===== src/rtl/spi_reg_acc_pkg.sv =====
// Shared types and constants for the SPI register-access controller.
//   - state_t      : frame FSM states
//   - CRC defaults : CRC-8 polynomial (MSB-first) and per-frame seed
//   - bit indices  : R/W flag in CMD, status-byte error flags
package spi_reg_acc_pkg;

    localparam int unsigned BYTE_W      = 8;
    localparam int unsigned RW_BIT      = 7;
    localparam int unsigned STS_FRM_BIT = 0;
    localparam int unsigned STS_CRC_BIT = 1;

    localparam logic [BYTE_W-1:0] CRC_POLY_DEF = 8'h07;
    localparam logic [BYTE_W-1:0] CRC_INIT_DEF = 8'h00;

    typedef enum logic [2:0] {
        ST_IDLE,
        ST_CMD,
        ST_DATA,
        ST_CRC,
        ST_EXEC,
        ST_TAIL
    } state_t;

    // Status byte returned in the CRC slot: sticky error flags, rest zero.
    function automatic logic [BYTE_W-1:0] status_byte(input logic crc_err, input logic frm_err);
        logic [BYTE_W-1:0] s;
        s              = '0;
        s[STS_FRM_BIT] = frm_err;
        s[STS_CRC_BIT] = crc_err;
        return s;
    endfunction

endpackage


===== src/rtl/spi_reg_acc_ctrl_if.sv =====
// Bundle of byte-shifter and register-bank signals seen by the controller.
//   master : environment side (shifter + register bank), drives the i_* signals
//   slave  : controller side, drives the o_* signals
interface spi_reg_acc_ctrl_if #(
    parameter int unsigned AW = 7,
    parameter int unsigned DW = 8
);
    logic          i_cs_act;
    logic          i_rx_vld;
    logic [7:0]    i_rx_byte;
    logic [7:0]    o_tx_byte;
    logic          o_wen;
    logic          o_ren;
    logic [AW-1:0] o_addr;
    logic [DW-1:0] o_wdata;
    logic [DW-1:0] i_rdata;
    logic          o_crc_err;
    logic          o_frm_err;
    logic          o_busy;

    modport master (
        output i_cs_act, i_rx_vld, i_rx_byte, i_rdata,
        input  o_tx_byte, o_wen, o_ren, o_addr, o_wdata, o_crc_err, o_frm_err, o_busy
    );

    modport slave (
        input  i_cs_act, i_rx_vld, i_rx_byte, i_rdata,
        output o_tx_byte, o_wen, o_ren, o_addr, o_wdata, o_crc_err, o_frm_err, o_busy
    );
endinterface


===== src/rtl/spi_reg_acc_ctrl_crc8_step.sv =====
// One-byte CRC-8 update, MSB-first, fully combinational.
//   crc_in  : current CRC
//   byte_in : byte to fold in
//   crc_out : CRC after all 8 bits of byte_in
module crc8_step
    import spi_reg_acc_pkg::*;
#(
    parameter logic [7:0] POLY = CRC_POLY_DEF
) (
    input  logic [7:0] crc_in,
    input  logic [7:0] byte_in,
    output logic [7:0] crc_out
);
    logic [7:0] c;

    always_comb begin
        c = crc_in ^ byte_in;
        for (int i = 0; i < 8; i++) begin
            c = c[7] ? ((c << 1) ^ POLY) : (c << 1);
        end
        crc_out = c;
    end
endmodule


===== src/rtl/spi_reg_acc_ctrl.sv =====
// Frame-level register-access controller: decodes CMD/DATA/CRC frames from
// the SPI byte shifter into register read/write strobes and returns data.
//   i_clk, i_rst : clock, synchronous active-high reset
//   bus          : shifter inputs (cs, rx byte), register bank (strobes,
//                  address, write data, read data), tx byte, error pulses, busy
module spi_reg_acc_ctrl
    import spi_reg_acc_pkg::*;
#(
    parameter int unsigned AW       = 7,
    parameter int unsigned DW       = 8,
    parameter logic [7:0]  CRC_POLY = CRC_POLY_DEF,
    parameter logic [7:0]  CRC_INIT = CRC_INIT_DEF
) (
    input  logic                i_clk,
    input  logic                i_rst,
    spi_reg_acc_ctrl_if.slave   bus
);
    state_t        state_q, state_d;
    logic          rw_q, rw_d;
    logic [AW-1:0] addr_q, addr_d;
    logic [DW-1:0] wdata_q, wdata_d;
    logic [7:0]    tx_q, tx_d;
    logic          wen_q, wen_d;
    logic          ren_q, ren_d;
    logic          crc_err_q, crc_err_d;
    logic          frm_err_q, frm_err_d;
    logic [7:0]    crc_q, crc_d;
    logic          crc_sts_q, crc_sts_d;
    logic          frm_sts_q, frm_sts_d;
    logic          frame_ok_q, frame_ok_d;
    logic [7:0]    crc_nxt;

    crc8_step #(.POLY(CRC_POLY)) u_crc (
        .crc_in  (crc_q),
        .byte_in (bus.i_rx_byte),
        .crc_out (crc_nxt)
    );

    // State and registered outputs.
    always_ff @(posedge i_clk) begin
        if (i_rst) begin
            state_q    <= ST_IDLE;
            rw_q       <= 1'b0;
            addr_q     <= '0;
            wdata_q    <= '0;
            tx_q       <= '0;
            wen_q      <= 1'b0;
            ren_q      <= 1'b0;
            crc_err_q  <= 1'b0;
            frm_err_q  <= 1'b0;
            crc_q      <= CRC_INIT;
            crc_sts_q  <= 1'b0;
            frm_sts_q  <= 1'b0;
            frame_ok_q <= 1'b0;
        end else begin
            state_q    <= state_d;
            rw_q       <= rw_d;
            addr_q     <= addr_d;
            wdata_q    <= wdata_d;
            tx_q       <= tx_d;
            wen_q      <= wen_d;
            ren_q      <= ren_d;
            crc_err_q  <= crc_err_d;
            frm_err_q  <= frm_err_d;
            crc_q      <= crc_d;
            crc_sts_q  <= crc_sts_d;
            frm_sts_q  <= frm_sts_d;
            frame_ok_q <= frame_ok_d;
        end
    end

    // Next state and next output values.
    always_comb begin
        state_d    = state_q;
        rw_d       = rw_q;
        addr_d     = addr_q;
        wdata_d    = wdata_q;
        tx_d       = tx_q;
        wen_d      = 1'b0;
        ren_d      = 1'b0;
        crc_err_d  = 1'b0;
        frm_err_d  = 1'b0;
        crc_d      = crc_q;
        crc_sts_d  = crc_sts_q;
        frm_sts_d  = frm_sts_q;
        frame_ok_d = frame_ok_q;

        unique case (state_q)
            ST_IDLE: begin
                crc_d      = CRC_INIT;
                frame_ok_d = 1'b0;
                if (bus.i_cs_act) state_d = ST_CMD;
            end
            ST_CMD: begin
                if (!bus.i_cs_act) begin
                    frm_err_d = 1'b1;
                    frm_sts_d = 1'b1;
                    state_d   = ST_IDLE;
                end else if (bus.i_rx_vld) begin
                    rw_d    = bus.i_rx_byte[RW_BIT];
                    addr_d  = bus.i_rx_byte[AW-1:0];
                    crc_d   = crc_nxt;
                    ren_d   = !bus.i_rx_byte[RW_BIT];
                    if (bus.i_rx_byte[RW_BIT]) tx_d = bus.i_rx_byte;
                    state_d = ST_DATA;
                end
            end
            ST_DATA: begin
                // Read data is valid while the read strobe is out.
                if (ren_q) tx_d = DW'(bus.i_rdata);
                if (!bus.i_cs_act) begin
                    frm_err_d = 1'b1;
                    frm_sts_d = 1'b1;
                    state_d   = ST_IDLE;
                end else if (bus.i_rx_vld) begin
                    if (rw_q) wdata_d = DW'(bus.i_rx_byte);
                    crc_d   = crc_nxt;
                    tx_d    = status_byte(crc_sts_q, frm_sts_q);
                    state_d = ST_CRC;
                end
            end
            ST_CRC: begin
                if (!bus.i_cs_act) begin
                    frm_err_d = 1'b1;
                    frm_sts_d = 1'b1;
                    state_d   = ST_IDLE;
                end else if (bus.i_rx_vld) begin
                    if (bus.i_rx_byte == crc_q) begin
                        state_d = ST_EXEC;
                    end else begin
                        crc_err_d = 1'b1;
                        crc_sts_d = 1'b1;
                        state_d   = ST_TAIL;
                    end
                end
            end
            ST_EXEC: begin
                wen_d      = rw_q;
                frame_ok_d = 1'b1;
                state_d    = ST_TAIL;
            end
            ST_TAIL: begin
                if (!bus.i_cs_act) begin
                    // Clean frame: error history is cleared on completion.
                    if (frame_ok_q) begin
                        crc_sts_d = 1'b0;
                        frm_sts_d = 1'b0;
                    end
                    state_d = ST_IDLE;
                end else if (bus.i_rx_vld) begin
                    frm_err_d  = 1'b1;
                    frm_sts_d  = 1'b1;
                    frame_ok_d = 1'b0;
                end
            end
            default: state_d = ST_IDLE;
        endcase
    end

    assign bus.o_tx_byte = tx_q;
    assign bus.o_wen     = wen_q;
    assign bus.o_ren     = ren_q;
    assign bus.o_addr    = addr_q;
    assign bus.o_wdata   = wdata_q;
    assign bus.o_crc_err = crc_err_q;
    assign bus.o_frm_err = frm_err_q;
    assign bus.o_busy    = (state_q != ST_IDLE);
endmodule


===== src/flat_wrapper.sv =====
// flat-port wrapper written by rule: the top's interface ports become plain ports
module spi_reg_acc_ctrl_flat import spi_reg_acc_pkg::*;
#(
    parameter int unsigned AW       = 7,
    parameter int unsigned DW       = 8,
    parameter logic [7:0]  CRC_POLY = CRC_POLY_DEF,
    parameter logic [7:0]  CRC_INIT = CRC_INIT_DEF
)
  (i_clk, i_rst, bus_i_cs_act, bus_i_rx_vld, bus_i_rx_byte, bus_i_rdata, bus_o_tx_byte, bus_o_wen, bus_o_ren, bus_o_addr, bus_o_wdata, bus_o_crc_err, bus_o_frm_err, bus_o_busy);
  spi_reg_acc_ctrl_if #(.AW(AW), .DW(DW)) bus_i ();
  input  logic i_clk;
  input  logic i_rst;
  input wire logic [$bits(bus_i.i_cs_act)-1:0] bus_i_cs_act;
  input wire logic [$bits(bus_i.i_rx_vld)-1:0] bus_i_rx_vld;
  input wire logic [$bits(bus_i.i_rx_byte)-1:0] bus_i_rx_byte;
  input wire logic [$bits(bus_i.i_rdata)-1:0] bus_i_rdata;
  output wire logic [$bits(bus_i.o_tx_byte)-1:0] bus_o_tx_byte;
  output wire logic [$bits(bus_i.o_wen)-1:0] bus_o_wen;
  output wire logic [$bits(bus_i.o_ren)-1:0] bus_o_ren;
  output wire logic [$bits(bus_i.o_addr)-1:0] bus_o_addr;
  output wire logic [$bits(bus_i.o_wdata)-1:0] bus_o_wdata;
  output wire logic [$bits(bus_i.o_crc_err)-1:0] bus_o_crc_err;
  output wire logic [$bits(bus_i.o_frm_err)-1:0] bus_o_frm_err;
  output wire logic [$bits(bus_i.o_busy)-1:0] bus_o_busy;
  assign bus_i.i_cs_act = bus_i_cs_act;
  assign bus_i.i_rx_vld = bus_i_rx_vld;
  assign bus_i.i_rx_byte = bus_i_rx_byte;
  assign bus_i.i_rdata = bus_i_rdata;
  assign bus_o_tx_byte = bus_i.o_tx_byte;
  assign bus_o_wen = bus_i.o_wen;
  assign bus_o_ren = bus_i.o_ren;
  assign bus_o_addr = bus_i.o_addr;
  assign bus_o_wdata = bus_i.o_wdata;
  assign bus_o_crc_err = bus_i.o_crc_err;
  assign bus_o_frm_err = bus_i.o_frm_err;
  assign bus_o_busy = bus_i.o_busy;
  spi_reg_acc_ctrl #(.AW(AW), .DW(DW), .CRC_POLY(CRC_POLY), .CRC_INIT(CRC_INIT)) u_core (.i_clk(i_clk), .i_rst(i_rst), .bus(bus_i));
endmodule

===== config.mk =====
export PLATFORM = sky130hd
export DESIGN_NAME = spi_reg_acc_ctrl_flat
export DESIGN_NICKNAME = d
export VERILOG_FILES = /design/src/rtl/spi_reg_acc_pkg.sv /design/src/rtl/spi_reg_acc_ctrl_if.sv /design/src/rtl/spi_reg_acc_ctrl_crc8_step.sv /design/src/rtl/spi_reg_acc_ctrl.sv /design/src/flat_wrapper.sv
export SDC_FILE = /design/constraint.sdc
export NUM_CORES = 1
export LEC_CHECK = 0
export CAP_MARGIN = 40
export CORE_MARGIN = 2
export CORE_UTILIZATION = 30
export CTS_CLUSTER_DIAMETER = 60
export DETAILED_ROUTE_END_ITERATION = 12
export GPL_TIMING_DRIVEN = 0
export PLACE_DENSITY = 0.59
export SYNTH_ARGS = -nofsm -noshare
export SYNTH_HDL_FRONTEND = slang
export SYNTH_HIERARCHICAL = 1
export SYNTH_SLANG_ARGS = --single-unit

===== constraint.sdc =====
create_clock -name i_clk -period 4.3 [get_ports i_clk]
set_clock_uncertainty 0.05 [all_clocks]
set_input_delay 0.86 -clock i_clk [delete_from_list [all_inputs] [get_ports i_clk]]
set_output_delay 0.86 -clock i_clk [all_outputs]
set_load 0.01 [all_outputs]

After elaboration in Yosys (flattened, before gate mapping)
Cells that the tools add are included.
{"block": "totals", "reg_bits": 42, "inputBits": 20, "output_inout_bits": 28, "elab_cells": 119}
{"block": "classes", "eq_ne": 25, "n_mux": 46, "n_bitwise": 14, "n_reduce_logical": 21}
{"op": "$mux W8", "n": 8}
{"op": "$mux W3", "n": 16}
{"op": "$pmux W8 S2", "n": 2}
{"op": "$not A3 Y3", "n": 8}
{"op": "$ne A2 B2 Y1 const B", "n": 11}
{"op": "$pmux W3 S6", "n": 1}
{"op": "$mux W1", "n": 15}
{"op": "$ne A3 B3 Y1 const B", "n": 4}
{"op": "$reduce_and A4 Y1", "n": 3}
{"op": "$reduce_and A3 Y1", "n": 3}
{"op": "$eq A8 B8 Y1", "n": 1}
{"op": "$reduce_bool A2 Y1", "n": 4}
{"op": "$reduce_or A4 Y1", "n": 2}
{"op": "$xor A8 B8 Y8", "n": 1}
{"op": "$eq A3 B2 Y1 const B", "n": 2}
{"op": "$eq A3 B3 Y1 const B", "n": 2}
{"op": "$ne A2 B1 Y1 const B", "n": 3}
{"op": "$pmux W1 S2", "n": 3}
{"op": "$reduce_and A6 Y1", "n": 1}
{"op": "$reduce_bool A3 Y1", "n": 2}
{"op": "$not A1 Y1", "n": 5}
{"op": "$reduce_and A5 Y1", "n": 1}
{"op": "$reduce_or A2 Y1", "n": 2}
{"op": "$eq A3 B1 Y1 const B", "n": 1}
{"op": "other kinds (5)", "n": 5}

Longest topological paths before layout
Gate-level depths: netlist of run 1.
{"block": "depth", "word_depth": 20, "ltp_mapped": 6, "ltp_nobuf": 5}

Hierarchy
The synthesis of run 1 kept the hierarchy.
{"module": "spi_reg_acc_ctrl", "instances": 1, "cells_per_inst": 193, "area_each_um2": 1814.2, "seq_area_each_um2": 840.8}
{"module": "crc8_step", "instances": 1, "cells_per_inst": 20, "area_each_um2": 212.7, "seq_area_each_um2": 0.0}

Worst setup path before layout of run 1
OpenSTA, ideal clock, no wires.
{"block": "synth_timing", "path_type": "input to register", "startpoint": "input port bus_i_rx_byte[7]", "endpoint": "register u_core.crc_q[3]", "setup_ns": 0.132, "arrival_ns": 1.819, "required_time_ns": 4.118, "path_slack_ns": 2.298, "stages": 5, "n_path_buf": 0, "path_cell_list": "xor2_2 > xnor3_2 > xor2_1 > nand2_1 > a21oi_1"}
{"block": "synth_via", "elab_chain_cells": 6}
{"item": "start: declaration", "line_no": "flat_wrapper.sv:15", "rtl": "input wire logic [$bits(bus_i.i_rx_byte)-1:0] bus_i_rx_byte;"}
{"item": "$xor A8 B8 Y8", "line_no": "spi_reg_acc_ctrl_crc8_step.sv:17", "rtl": "c = crc_in ^ byte_in;"}
{"item": "$mux W3 (2 in a row)", "line_no": "spi_reg_acc_ctrl_crc8_step.sv:19", "rtl": "c = c[7] ? ((c << 1) ^ POLY) : (c << 1);"}
{"item": "net u_core.crc_nxt[3]", "line_no": "spi_reg_acc_ctrl.sv:31", "rtl": "logic [7:0] crc_nxt;"}
{"item": "$mux W8", "line_no": "spi_reg_acc_ctrl.sv:99, spi_reg_acc_ctrl.sv:115"}
{"item": "$mux W8", "line_no": "spi_reg_acc_ctrl.sv:111", "rtl": "if (!bus.i_cs_act) begin"}
{"item": "$pmux W8 S2", "line_no": "spi_reg_acc_ctrl.sv:88", "rtl": "unique case (state_q)"}
{"item": "end signal: assignment", "line_no": "spi_reg_acc_ctrl.sv:65", "rtl": "crc_q <= crc_d;"}
{"item": "end: declaration", "line_no": "spi_reg_acc_ctrl.sv:27", "rtl": "logic [7:0] crc_q, crc_d;"}
The timed path passes the listed nets, and every way through them passes these cells. The select of a mux whose other input is x is not followed.
A chain may end at the register's enable or synchronous reset.

Worst setup path after layout of run 1
{"block": "layout_timing", "startpoint": "register u_core.state_q[2]", "endpoint": "output port bus_o_busy"}
{"block": "layout_via", "elab_chain_cells": 1}
{"item": "start: declaration", "line_no": "spi_reg_acc_ctrl.sv:18", "rtl": "state_t state_q, state_d;"}
{"item": "start signal: assignment", "line_no": "spi_reg_acc_ctrl.sv:56", "rtl": "state_q <= state_d;"}
{"item": "$reduce_bool A3 Y1", "line_no": "spi_reg_acc_ctrl.sv:167", "rtl": "assign bus.o_busy = (state_q != ST_IDLE);"}
{"item": "end: declaration", "line_no": "flat_wrapper.sv:24", "rtl": "output wire logic [$bits(bus_i.o_busy)-1:0] bus_o_busy;"}
Every way passes these cells.

==> impl_metrics.py, run 1 <==
metrics = {
    "run": {
        "cap_violations": 0,
    },
    "finish": {
        "multi_input_comb_area_um2": 1120,
        "area_delta_synth_final_pct": 32.8,
        "stdcell_count": 346,
        "final_layout_size_suffix_gt1_frac": 0.0855,
        "diodes": 0,
        "fillerInstances": 679,
        "fin_nets": 288,
        "post-route-util": 0.417,
        "final_cell_area_um2": 2690,
        "ff_latch_area_um2": 841,
    },
    "floorplan": {
        "dieArea_um2": 7430,
        "initial_core_util": 0.314,
        "pin_count": 48,
        "die_h_um": 86.2,
        "num_rows": 29,
        "dieWidth_um": 86.2,
        "core_um2": 6460,
    },
    "drt": {
        "viasPerCell": 4.90,
        "drt_iter0_drc": 145,
        "wl_um": 5020,
        "via_count": 1697,
        "ant_nets": 0,
        "wire_per_inst_um": 14.5,
        "first_pass_iters": 4,
        "drc_errors": 0,
    },
    "clock_tree": {
        "insertion_delay_ns": 0.30,
        "ctsResizeCount": 0,
        "cts_setup_buffers": 0,
        "cts_tree": "built",
        "cts.clk_slew.worst_paths_ns": 0.08,
        "cts-root-buf": "clkbuf_8",
        "htreeDepth": 2,
        "postCtsHoldBufs": 0,
        "clockBufferDepth": 2,
        "cts_made_buffers": 5,
        "cts.sinks": 42,
    },
    "power": {
        "powerDensity_nw_per_um2": 295,
        "max-vdd-ir-drop_uv": 191,
        "p_leak_nw": 0.973,
        "finalPower_uw": 795,
    },
    "logic_synthesis": {
        "yosysMostFrequentCell": "dfxtp_1",
        "synthCells": 213,
        "synth_top_area_frac": 0.415,
        "syn_area_um2": 2030,
        "synth_fp_nets": 233,
        "seq_area_frac_synth": 0.415,
        "synth-edff-count": 0,
        "synth_area_leader_cell": "dfxtp_1",
        "synth-main-ff-cell": "dfxtp_1",
        "yosys_warnings": 6,
        "syn_avg_cell_area_um2": 9.52,
        "yosys-top-cells-area": "dfxtp_1 41%, mux2i_1 8.9%, xor2_1 6.0%",
        "ys_types": 41,
        "synth_common_cells": "42 x dfxtp_1, 22 x nor2_1, 18 x mux2i_1",
        "ys_async_sr_fraction": 0,
        "ys_seq_elements": 42,
    },
    "placed_design": {
        "dp_hpwl_um": 3670,
        "port_buffers": 47,
        "place_area_um2": 2600,
        "placed_cells": 338,
        "place_ws_ns": 1.39,
        "place_congestion": 0.803,
    },
    "grt": {
        "grt_max_degree": 16,
        "grt_overflow": 0,
        "grt_first_pass_wirelength_um": 8140,
        "antenna_found_initial": 0,
        "grt_use_total": 0.139,
        "grt_pass1_vias": 1641,
    },
    "timing": {
        "hold_viol_final": 0,
        "fin_setup_tns_ns": 0,
        "slew_violations": 0,
        "setup_viol": 0,
        "whs_ns": 0.421,
        "period_needed_ns": 3.15,
        "fmax_mhz": 317,
        "rsz0062_at_grt": "false",
        "worstMarginPinSlew_ns": 0.686,
        "worst_slack_ns": 1.15,
        "slew_headroom": 0.541,
        "finalCritPeriodShare": 0.733,
    },
    "critical_path": {
        "critPathSlowestCell": "clkdlybuf4s50_1",
        "crit_family": "buffers and inverters",
        "r2r-end": "u_core/bus.o_wdata[5]",
        "timing.critical_path.cells": "clkbuf_1, or3_1, clkbuf_1, clkdlybuf4s50_1",
        "rr_startpoint": "u_core/state_q[2]",
        "cp_data_required_time_ns": 3.39,
        "path_common_cell": "clkbuf_1",
        "max_stage_delay_ns": 0.62,
        "critPathLaunchType": "flop",
        "r2r_slack_ns": 2.38,
        "reg2reg_depth": 5,
        "path_buf_inv": 3,
        "crit_path_end_kind": "output pin",
        "path_class": "reg2out",
        "cp_max_fo": 10,
        "cp.arrival_ns": 2.24,
    },
    "hold_path": {
        "holdPathStages": 2,
        "hold_path_end": "u_core/frm_sts_q",
        "hp-class": "reg2reg",
        "min_from": "u_core/frm_sts_q",
    },
    "status": {
        "status": "finished, final reports clean",
    },
}
==> how the worst max path moves through the flow <==
stage / from / to / depth (start not counted)
after floorplan: bus_i_rx_byte[7] / u_core/crc_q[3] / 5
after global placement: bus_i_cs_act / u_core/crc_q[4] / 6
after detailed placement: bus_i_rx_byte[7] / u_core/bus.o_tx_byte[6] / 5
after CTS: u_core/state_q[2] / bus_o_busy / 4
after global routing: u_core/state_q[2] / bus_o_busy / 4
final: u_core/state_q[2] / bus_o_busy / 4
==> layout by cell type, fill, tap and decap left out, types with 2 or more instances in the layout <==
master	instances
nor3_1	2
xor2_1	14
or3_1	2
nand3_1	8
nor4_1	2
and3_1	2
nor2b_1	2
nand3b_1	2
xnor2_1	13
dfxtp_1	42
a311oi_1	2
a211oi_1	2
nor4b_1	2
inv_1	3
nor3b_1	3
clkbuf_8	5
o211ai_1	2
a21o_1	2
clkdlybuf4s50_1	47
nand2_1	14
buf_2	7
a21boi_0	2
a21oi_1	10
clkbuf_1	7
a22o_1	10
o21ai_0	3
mux2i_1	18
nor2_1	22
xnor3_2	2
==> tightest hold or removal path, stage by stage (launching register included) <==
cell,delay [ns]
dfxtp_1,0.32
inv_1,0.04
a21boi_0,0.06
==> cells by family after synthesis <==
family | synth area share
and+or+nand+nor | 0.162
xor gates and xnor gates | 0.148
buffers and inverters | 0.0333
DFF | 0.415
AOI/OAI and AO/OA | 0.147
muxes | 0.0944
==> flip-flops by register name, summed over array words and instances, names as in the netlist <==
signal / count
u_core/bus.o_tx_byte: 8
u_core/bus.o_wdata: 8
u_core/crc_q: 8
u_core/bus.o_addr: 7
u_core/state_q: 3
u_core/bus.o_crc_err: 1
u_core/bus.o_frm_err: 1
u_core/bus.o_ren: 1
u_core/bus.o_wen: 1
u_core/crc_sts_q: 1
u_core/frame_ok_q: 1
u_core/frm_sts_q: 1
u_core/rw_q: 1
==> metal layers <==
metal / vias to the layer above / wire, µm / GRT usage
met2: 54 / 2150 / 0.202
li1: 861 / - / -
met3: 4 / 336 / 0.0410
met5: - / 0 / 0
met4: 0 / 36 / 0.0341
met1: 778 / 2500 / 0.202
==> layout make-up <==
type / instances / area share
multi-input combinational: 155 / 0.415
sequential: 42 / 0.312
timing repair buffer: 48 / 0.177
tap: 77 / 0.0358
clock buffer: 5 / 0.0256
buffer: 13 / 0.0209
clock inverter: 3 / 0.00929
inverter: 3 / 0.00418
==> where the power goes <==
group | leakage, nW | internal, mW | switching, mW
sequential | 0.339 | 0.396 | 0.00576
combinational | 0.589 | 0.0655 | 0.0627
clock | 0.0447 | 0.117 | 0.147
(Power assumes the default switching activity.)
==> inputs of run 2 (changes only) <==
Clock period 4.3 ns to 3 ns, I/O delays scaled along.
==> run 2 against run 1 <==
Critical path depth unchanged. Cell count is the same. Sequential share of layout area about the same. Setup slack got worse by 0.90 ns. Register-to-register slack worse by 1.3 ns. Die area unchanged. Core utilization is essentially flat. Global-route usage stayed put.
==> impl_metrics.py, run 2 (same netlist as run 1, synthesis figures left out) <==
metrics = {
    "status": {
        "status": "finished, final reports clean",
    },
    "drt": {
        "ant_nets": 0,
        "first_pass_iters": 4,
        "viasPerCell": 4.91,
        "wl_um": 4990,
        "drt_iter0_drc": 173,
        "wire_per_inst_um": 14.4,
        "drc_errors": 0,
        "via_count": 1699,
    },
    "clock_tree": {
        "postCtsHoldBufs": 0,
        "cts.sinks": 42,
        "ctsResizeCount": 0,
        "cts_made_buffers": 5,
        "htreeDepth": 2,
        "cts-root-buf": "clkbuf_8",
        "cts_tree": "built",
        "clockBufferDepth": 2,
        "cts.clk_slew.worst_paths_ns": 0.08,
        "cts_setup_buffers": 0,
        "insertion_delay_ns": 0.29,
    },
    "critical_path": {
        "critPathLaunchType": "flop",
        "max_stage_delay_ns": 0.62,
        "cp_max_fo": 10,
        "cp.arrival_ns": 2.10,
        "timing.critical_path.cells": "clkbuf_2, or3_1, clkbuf_1, clkdlybuf4s50_1",
        "cp_data_required_time_ns": 2.35,
        "path_buf_inv": 3,
        "crit_path_end_kind": "output pin",
        "critPathSlowestCell": "clkdlybuf4s50_1",
        "crit_family": "buffers and inverters",
        "path_class": "reg2out",
    },
    "finish": {
        "final_layout_size_suffix_gt1_frac": 0.0892,
        "mostFrequentLayoutCells": "47 x clkdlybuf4s50_1, 42 x dfxtp_1, 22 x nor2_1, 18 x mux2i_1",
        "fin_nets": 288,
        "area_delta_synth_final_pct": 32.9,
        "final_common_cell": "clkdlybuf4s50_1",
        "fillerInstances": 680,
        "diodes": 0,
    },
    "timing": {
        "worstMarginPinSlew_ns": 0.681,
        "hold_viol_final": 0,
        "whs_ns": 0.421,
        "worst_slack_ns": 0.248,
        "slew_violations": 0,
        "rsz0062_at_grt": "false",
        "period_needed_ns": 2.75,
        "fmax_mhz": 363,
        "slew_headroom": 0.545,
        "setup_viol": 0,
        "finalCritPeriodShare": 0.917,
        "fin_setup_tns_ns": 0,
    },
    "floorplan": {
        "core_um2": 6460,
        "pin_count": 48,
        "dieWidth_um": 86.2,
        "initial_core_util": 0.314,
        "num_rows": 29,
        "die_h_um": 86.2,
        "dieArea_um2": 7430,
    },
    "grt": {
        "grt_first_pass_wirelength_um": 8140,
        "grt_use_total": 0.139,
        "grt_pass1_vias": 1641,
        "antenna_found_initial": 0,
        "grt_max_degree": 16,
        "grt_overflow": 0,
    },
    "power": {
        "max-vdd-ir-drop_uv": 273,
        "powerDensity_nw_per_um2": 422,
        "finalPower_mw": 1.14,
        "p_leak_nw": 0.977,
    },
    "placed_design": {
        "place_congestion": 0.803,
        "place_ws_ns": 0.354,
        "port_buffers": 47,
        "dp_hpwl_um": 3670,
    },
    "hold_path": {
        "hp-class": "reg2reg",
    },
    "run": {
        "cap_violations": 0,
    },
}
run 2: cell counts in the layout (fill, tap and decap cells not counted):
No cell type changed its count.
run 2: cell type report:
class / instances / area (µm²) / share of cell area
Sequential cell: 42 / 841 / 0.312
Timing Repair Buffer: 48 / 475 / 0.176
Multi-Input combinational cell: 155 / 1120 / 0.415
Clock buffer: 5 / 68.8 / 0.0255
Inverter: 3 / 11.3 / 0.00418
Tap cell: 77 / 96.3 / 0.0358
Clock inverter: 3 / 25.0 / 0.00929
Buffer: 13 / 57.6 / 0.0214
run 2: routing by layer:
metal,wire length (µm),share of wire,track usage
met4,36,0.0072,0.0341
met1,2460,0.49,0.202
met3,334,0.067,0.0410
met5,0,0,0
met2,2170,0.43,0.202
run 2: worst paths after layout:
kind | from | to | slack, ns | cells past startpoint
max | u_core/state_q[2] | bus_o_busy | 0.25 | 4
min | u_core/frm_sts_q | u_core/frm_sts_q | 0.42 | 2
max reg2reg | u_core/state_q[2] | u_core/bus.o_wdata[5] | 1.09 | 5
min reg2reg | u_core/frm_sts_q | u_core/frm_sts_q | 0.42 | 2
run 2: worst min-delay path, stage by stage (launching register included):
cell and delay [ns]:
dfxtp_1 0.32, inv_1 0.04, a21boi_0 0.06
run 2: metrics by stage:
stage                      util  std cells  cell area (µm²)
after detailed placement  0.402        338             2600
after CTS                 0.417        346             2690
after global placement    0.402        337             2590
final                     0.417        346             2690
after floorplan               -        213             2030
after global routing      0.417        346             2690
run 2: power breakdown:
group          internal, mW  total [mW]  switching (mW)
Clock                 0.168       0.377           0.209
Combinational        0.0939       0.184          0.0898
Sequential            0.568       0.576         0.00823
